[config.mk]
export PLATFORM = sky130hd
export DESIGN_NAME = uart_rx
export DESIGN_NICKNAME = d
export VERILOG_FILES = /design/src/rtl/uart_rx.sv
export SDC_FILE = /design/constraint.sdc
export NUM_CORES = 1
export LEC_CHECK = 0
export CAP_MARGIN = 20
export CORE_ASPECT_RATIO = 0.7
export CORE_MARGIN = 2
export CORE_UTILIZATION = 30
export DETAILED_ROUTE_END_ITERATION = 10
export GPL_ROUTABILITY_DRIVEN = 0
export GPL_TIMING_DRIVEN = 0
export PLACE_DENSITY = 0.43
export SLEW_MARGIN = 15
export SYNTH_ARGS = -nofsm -noshare
export SYNTH_HDL_FRONTEND = slang
export SYNTH_SLANG_ARGS = --single-unit
[constraint.sdc]
create_clock -name CLK -period 2.3 [get_ports CLK]
set_input_delay 0.46 -clock CLK [delete_from_list [all_inputs] [get_ports CLK]]
set_output_delay 0.46 -clock CLK [all_outputs]
set_load 0.02 [all_outputs]
[src/rtl/uart_rx.sv]
`default_nettype none
// ============================================================================
// uart_rx : 8-bit UART receiver, optional parity, 3-sample majority voting
// Rev 1.0
// ============================================================================
module uart_rx #(
  parameter int PRESCALE   = 8,
  parameter bit PARITY_EN  = 1'b1,
  parameter bit PARITY_ODD = 1'b0
) (
  input  logic       CLK,
  input  logic       RST,
  input  logic       S_DATA,
  output logic [7:0] P_DATA,
  output logic       Data_Valid,
  output logic       Parity_Error,
  output logic       Stop_Error,
  output logic       busy
);

  localparam int SW = $clog2(PRESCALE);
  localparam logic [SW-1:0] S_A    = SW'(PRESCALE / 2 - 1);
  localparam logic [SW-1:0] S_B    = SW'(PRESCALE / 2);
  localparam logic [SW-1:0] S_C    = SW'(PRESCALE / 2 + 1);
  localparam logic [SW-1:0] S_LAST = SW'(PRESCALE - 1);

  typedef enum logic [2:0] {
    IDLE   = 3'd0,
    START  = 3'd1,
    DATA   = 3'd2,
    PARITY = 3'd3,
    STOP   = 3'd4
  } state_t;

  state_t        state;
  logic          rx_meta;
  logic          rx_s;
  logic [SW-1:0] s;
  logic [2:0]    idx;
  logic          samp_a;
  logic          samp_b;
  logic [7:0]    shreg;
  logic          par_bad;
  logic          stop_bad;
  logic          done;
  logic          wait_high;
  logic          maj;
  logic          par_exp;

  assign maj     = (samp_a & samp_b) | (samp_a & rx_s) | (samp_b & rx_s);
  assign par_exp = (^shreg) ^ PARITY_ODD;

  always_ff @(posedge CLK or negedge RST) begin
    if (!RST) begin
      rx_meta <= 1'b1;
      rx_s    <= 1'b1;
    end else begin
      rx_meta <= S_DATA;
      rx_s    <= rx_meta;
    end
  end

  always_ff @(posedge CLK or negedge RST) begin
    if (!RST) begin
      state        <= IDLE;
      s            <= '0;
      idx          <= '0;
      samp_a       <= 1'b0;
      samp_b       <= 1'b0;
      shreg        <= '0;
      par_bad      <= 1'b0;
      stop_bad     <= 1'b0;
      done         <= 1'b0;
      wait_high    <= 1'b0;
      P_DATA       <= '0;
      Data_Valid   <= 1'b0;
      Parity_Error <= 1'b0;
      Stop_Error   <= 1'b0;
      busy         <= 1'b0;
    end else begin
      // completion is reported one edge after the stop-bit decision
      busy         <= (state != IDLE);
      done         <= 1'b0;
      Data_Valid   <= done & ~par_bad & ~stop_bad;
      Parity_Error <= done & par_bad;
      Stop_Error   <= done & stop_bad;
      if (done && !par_bad && !stop_bad) P_DATA <= shreg;

      if (state != IDLE) begin
        if (s == S_A) samp_a <= rx_s;
        if (s == S_B) samp_b <= rx_s;
        s <= (s == S_LAST) ? '0 : s + 1'b1;
      end

      case (state)
        IDLE: begin
          s <= '0;
          // a stop error leaves the line suspect until it is seen high again
          if (wait_high) begin
            if (rx_s) wait_high <= 1'b0;
          end else if (!rx_s) begin
            state   <= START;
            s       <= SW'(1);
            par_bad <= 1'b0;
          end
        end
        START: begin
          if (s == S_C && maj) begin
            state <= IDLE;
            s     <= '0;
          end else if (s == S_LAST) begin
            state <= DATA;
            idx   <= '0;
          end
        end
        DATA: begin
          if (s == S_C) shreg[idx] <= maj;
          if (s == S_LAST) begin
            idx <= idx + 1'b1;
            if (idx == 3'd7) state <= PARITY_EN ? PARITY : STOP;
          end
        end
        PARITY: begin
          if (s == S_C) par_bad <= (maj != par_exp);
          if (s == S_LAST) state <= STOP;
        end
        STOP: begin
          if (s == S_C) begin
            state     <= IDLE;
            s         <= '0;
            done      <= 1'b1;
            stop_bad  <= ~maj;
            wait_high <= ~maj;
          end
        end
        default: begin
          state <= IDLE;
          s     <= '0;
        end
      endcase
    end
  end

endmodule
`default_nettype wire
==> results of run 1 <==
==> power breakdown <==
group,internal (mW),total (mW),switching [mW],leakage (nW)
Clock,0.352,0.580,0.227,0.0574
Sequential,0.741,0.803,0.0627,0.492
Combinational,0.220,0.514,0.293,0.396
Total,1.31,1.90,0.583,0.945
==> registers in the layout, summed over array words and instances (netlist names), 3 cells and up <==
name,cells
shreg,8
P_DATA,8
idx,3
s,3
state,3
==> layout by cell type (no fill, tap or decap), types with 3 or more instances in the layout <==
master / netlist / routed
nand2_1: 10 / 10
ha_1: 7 / 7
and2_1: 3 / 3
mux2_2: 8 / 8
mux2_1: 10 / 10
xnor2_1: 6 / 6
a21oi_1: 7 / 7
nand3_1: 5 / 5
nor2_1: 6 / 6
buf_2: 4 / 5
clkdlybuf4s50_1: 0 / 13
clkbuf_8: 0 / 6
inv_1: 7 / 7
nor3_1: 6 / 6
dfrtp_1: 35 / 35
==> through the flow <==
step | cells | setup WS, ns | TNS [ns] | total power [mW]
after floorplan | 148 | 0.719 | 0 | 1.19
after global placement | 237 | -0.0759 | -2.60 | 1.32
after detailed placement | 238 | 0.540 | 0 | 1.34
after CTS | 246 | 0.523 | 0 | 1.93
after global routing | 246 | 0.426 | 0 | 2.03
final | 246 | 0.535 | 0 | 1.90
==> routing by layer <==
layer | global-route usage [%] | routed length (um) | up-vias
met1 | 15.8 | 1640 | 551
met5 | 0 | 0 | -
met3 | 3.68 | 145 | 6
li1 | - | - | 566
met2 | 17.2 | 1360 | 26
met4 | 4.35 | 42 | 0
==> synthesized netlist by cell type (all sizes together), types with 3 or more instances <==
master	instances	area [um^2]
a21oi	7	35.0
and2	3	18.8
buf	6	35.0
dfrtp	35	876
ha	7	87.6
inv	7	26.3
mux2	18	203
nand2	10	37.5
nand3	5	25.0
nor2	8	35.0
nor3	6	30.0
o21ai	3	15.0
or3	3	23.8
xnor2	6	52.6
==> cell type report <==
type                       count  area share, %
timing repair buffer          15           7.70
multi-input combinational     97           35.2
clock buffer                   6           3.91
inverter                       7           1.24
tap                           75           4.44
clock inverter                 2           1.78
sequential                    37           43.9
buffer                         7           1.84
==> worst max-delay path: stages, from the launching register on <==
cell,delay [ns]
dfrtp_1,0.39
inv_1,0.08
ha_1,0.16
and2_1,0.12
buf_2,0.19
nand2_1,0.12
nor3_1,0.23
mux2_2,0.37
==> logic make-up after synthesis <==
group / share of synthesized area, %
AO/OA/AOI/OAI: 6.99
adder cells (fa/ha/maj): 5.69
AND/OR/NAND/NOR: 13.5
XOR/XNOR: 4.32
multiplexers: 12.2
flip-flops: 53.5
buffers and inverters: 3.75
==> worst min-delay path by stage <==
stage / endpoint / slack, ns
after floorplan: Data_Valid / 0.16
after global placement: rx_s / 0.35
after detailed placement: rx_s / 0.35
after CTS: samp_a / 0.08
after global routing: samp_a / 0.09
final: samp_a / 0.08
==> results_dict.tcl, run 1 <==
set metrics [dict create \
    maxCapViolCount 0 \
    seq_area_um2 928 \
    setup_viol 0 \
    antenna_cells 0 \
    fin_crit_sh_pct 76.7 \
    leakage_nw 0.945 \
    max_slew_margin_pct 74.9 \
    drive_gt1_share_pct 17.5 \
    cts_buffers 5 \
    required_ns 2.48 \
    root_buffer "clkbuf_8" \
    drc 0 \
    port_buffers 14 \
    cts.repair.resized 0 \
    grt_usage_pct 11.6 \
    htreeDepth 2 \
    yosysSeqAreaShare_pct 53.5 \
    grt_first_pass_wirelength_um 5460 \
    synth_cells 148 \
    multi_input_area_um2 743 \
    synth_nets 158 \
    hpwlAfterDp_um 2470 \
    clockBufferDepth 2 \
    nFillCells 554 \
    path_class "register to register" \
    routed_wirelength_um 3190 \
    finClkSkew_ns 0.00744 \
    fin_area_um2 2110 \
    vias 1149 \
    r2r-start "s[1]" \
    period_minus_slack_ns 1.76 \
    synth-async-reset-ratio_pct 100 \
    worstSetupEndpointType "register" \
    initial_core_util_pct 30.6 \
    ys_ff_latch 37 \
    slew_violations 0 \
    post_cts_buffers 0 \
    pin_count 15 \
    status "finished, final reports clean" \
    grt_pass1_vias 1140 \
    clock_latency_ns 0.29 \
    whs_ns 0.0804 \
    syn2layout_area_growth_pct 21.7 \
    clkTransAtPathRegs_ns 0.08 \
    die_w_um 94.9 \
    synth_edf_count 0 \
    hold_viol 0 \
    dpl_cell_area_um2 1990 \
    start_kind "register" \
    p_per_area_nw_per_um2 897 \
    tritoncts "done" \
    die_h_um 67.7 \
    syn_area_um2 1740 \
    grt_max_degree 24 \
    worst_pin_slew_ns 0.377 \
    r2r-end "shreg[7]" \
    hold_path.class "primary input to asynchronous set/reset pin" \
    coreArea_um2 5670 \
    die_area_um2 6420 \
    cts_hold_buf 0 \
    ys_types 38 \
    vias_per_cell 4.67 \
    avgSynthCellArea_um2 11.7 \
    ir_drop_mv 0.386 \
    fin_util_pct 37.3 \
    yosysWarnings 0 \
    rows 23 \
    cp-startpoint "s[1]" \
    crit_end "shreg[7]" \
    clock.fmax_ghz 0.567 \
    cp_max_fo 9 \
    nNetsFinal 180 \
    routedWlPerCell_um 13.0 \
    drtAntennaViolNets 0 \
    reg2reg_slack_ns 0.54 \
    rsz0062_at_grt "no" \
    crit_arrival_ns 1.94 \
    synthFlopType "dfrtp_1" \
    dr.pass1.iters 4 \
    drt_iter0_drc 59 \
    r2r_cells 7 \
    antenna_found_initial 0 \
    gr-total-overflow 0 \
    numClockSinks 37 \
]
Power figures use the tool's default switching activity.
==> run 2: changes to the inputs <==
- PLACE_DENSITY: 0.43 -> 0.45
- clock period: 2.3 -> 1.5 ns (I/O delays scaled with it)
==> run 2 against run 1 <==
  * The run now ends with negative setup slack left
  * Utilization is 4.9 points higher
  * Sequential cell count stayed put
  * Total power is 72% higher
  * Combinational power is 120% higher
  * Cell area is 13% higher
  * Clock power is 49% higher
  * Non-clock buffer count is 11 higher
  * Register-to-register slack worse by 0.59 ns
  * Count of clock-buffer cells in the layout is 1 lower
  * Die area stayed put
  * Fmax is 13% higher
  * Critical path type unchanged
  * Largest cell class is now multi-input gates
  * Largest power group unchanged
==> results_dict.tcl, run 2 (same netlist as run 1, synthesis figures left out) <==
set metrics [dict create \
    status "finished, violations left" \
    violations "negative setup slack" \
    cp_max_fo 3 \
    grt_max_degree 26 \
    root_buffer "clkbuf_8" \
    grt_usage_pct 12.8 \
    numClockSinks 37 \
    port_buffers 14 \
    clock.fmax_ghz 0.643 \
    vias 1223 \
    vias_per_cell 4.76 \
    clock_latency_ns 0.29 \
    die_h_um 67.7 \
    routedWlPerCell_um 14.1 \
    p_per_area_nw_per_um2 1360 \
    grt_pass1_vias 1261 \
    antenna_found_initial 0 \
    path_class "register to register" \
    fin_crit_sh_pct 104 \
    clockBufferDepth 2 \
    layout_common_cells "dfrtp_1, dlygate4sd2_1, buf_4" \
    coreArea_um2 5670 \
    instances_no_fill 257 \
    finClkSkew_ns 0.00782 \
    initial_core_util_pct 30.6 \
    ir_drop_mv 0.479 \
    hpwlAfterDp_um 2420 \
    dp_cells 238 \
    hold_viol 0 \
    fin_area_um2 2390 \
    antenna_cells 0 \
    nNetsFinal 191 \
    reg.largest.list "P_DATA (8), shreg (8)" \
    period_minus_slack_ns 1.56 \
    mostFrequentLayoutCell "dfrtp_1" \
    die_area_um2 6420 \
    cts_buffers 5 \
    routed_wirelength_um 3640 \
    htreeDepth 2 \
    setup_viol 7 \
    fin_setup_tns_ns -0.236 \
    worst_pin_slew_ns 0.462 \
    gr-total-overflow 0 \
    clkTransAtPathRegs_ns 0.07 \
    tritoncts "done" \
    die_w_um 94.9 \
    drc 0 \
    slew_violations 0 \
    dpl_cell_area_um2 2020 \
    rsz0062_at_grt "yes" \
    drive_gt1_share_pct 39.0 \
    drtAntennaViolNets 0 \
    drt_iter0_drc 7 \
    nFillCells 538 \
    maxCapViolCount 0 \
    setup_ws_ns -0.0554 \
    leakage_nw 1.11 \
    grt_first_pass_wirelength_um 6070 \
    hold_path.class "register to register" \
    start_kind "register" \
    pin_count 15 \
    dr.pass1.iters 4 \
    syn2layout_area_growth_pct 37.8 \
    rows 23 \
    crit_arrival_ns 1.73 \
    fin_util_pct 42.2 \
    max_slew_margin_pct 69.2 \
    required_ns 1.68 \
    worstSetupEndpointType "register" \
]
## run 2: cell types whose count changed in the layout (fill, tap and decap cells not counted), sizes merged
| cell | change |
|---|---|
| dlygate4sd2 | +12 |
| clkbuf | -1 |
| clkdlybuf4s50 | -12 |
| clkinv | +1 |
| buf | +10 |
| dlygate4sd3 | +1 |
## run 2: critical path, stage by stage, from the launching register on
cell     delay, ns
dfrtp_1       0.38
buf_6         0.11
ha_4          0.13
ha_4          0.15
inv_4         0.03
or4_4         0.44
mux2i_1       0.15
a21oi_1       0.05
## run 2: layout make-up
type / instances / area (um^2) / area share [%]
Multi-Input combinational cell: 97 / 942 / 39.4
Clock inverter: 3 / 46.3 / 1.94
Clock buffer: 5 / 68.8 / 2.88
Tap cell: 75 / 93.8 / 3.92
Buffer: 6 / 45.0 / 1.88
Inverter: 7 / 28.8 / 1.20
Sequential cell: 37 / 931 / 38.9
Timing Repair Buffer: 27 / 236 / 9.88
## run 2: stage by stage
stage / setup WS, ns / power, mW / hold slack (ns)
after CTS: -0.0691 / 3.12 / 0.359
final: -0.0554 / 3.26 / 0.358
after global placement: -0.709 / 2.06 / 0.346
after floorplan: -0.0193 / 1.85 / 0.00441
after detailed placement: -0.148 / 2.07 / 0.220
after global routing: -0.145 / 3.47 / 0.366
## run 2: report_power, final
part / switching (mW) / internal, mW / total [mW]
Combinational: 0.591 / 0.541 / 1.13
Clock: 0.365 / 0.497 / 0.863
Sequential: 0.125 / 1.14 / 1.26
## run 2: final timing paths
check                        start  endpoint  slack, ns  depth (start not counted)
max reg2reg                   s[1]    idx[0]      -0.06                          7
max in group asynchronous      RST  shreg[0]       0.61                          3
min in group asynchronous      RST      busy       0.45                          2
min                        rx_meta      rx_s       0.36                          0
max                           s[1]    idx[0]      -0.06                          7
min reg2reg                rx_meta      rx_s       0.36                          0
## run 2: metal layers
layer	GRT usage (%)	wire (um)	part of all wire, %
met1	17.2	1730	48
met2	19.8	1760	48
met3	3.68	118	3.2
met4	4.35	34	0.94
met5	0	0	0
## run 2: timing repair
| item | in CTS | in global routing |
|---|---|---|
| pin swaps | 6 | 10 |
| gates resized for setup | 34 | 24 |
| endpoints found under the setup margin | 26 | 16 |
| hold buffers | 1 | 0 |
| buffers inserted | 6 | 5 |
| endpoints found under the hold margin | 10 | 0 |
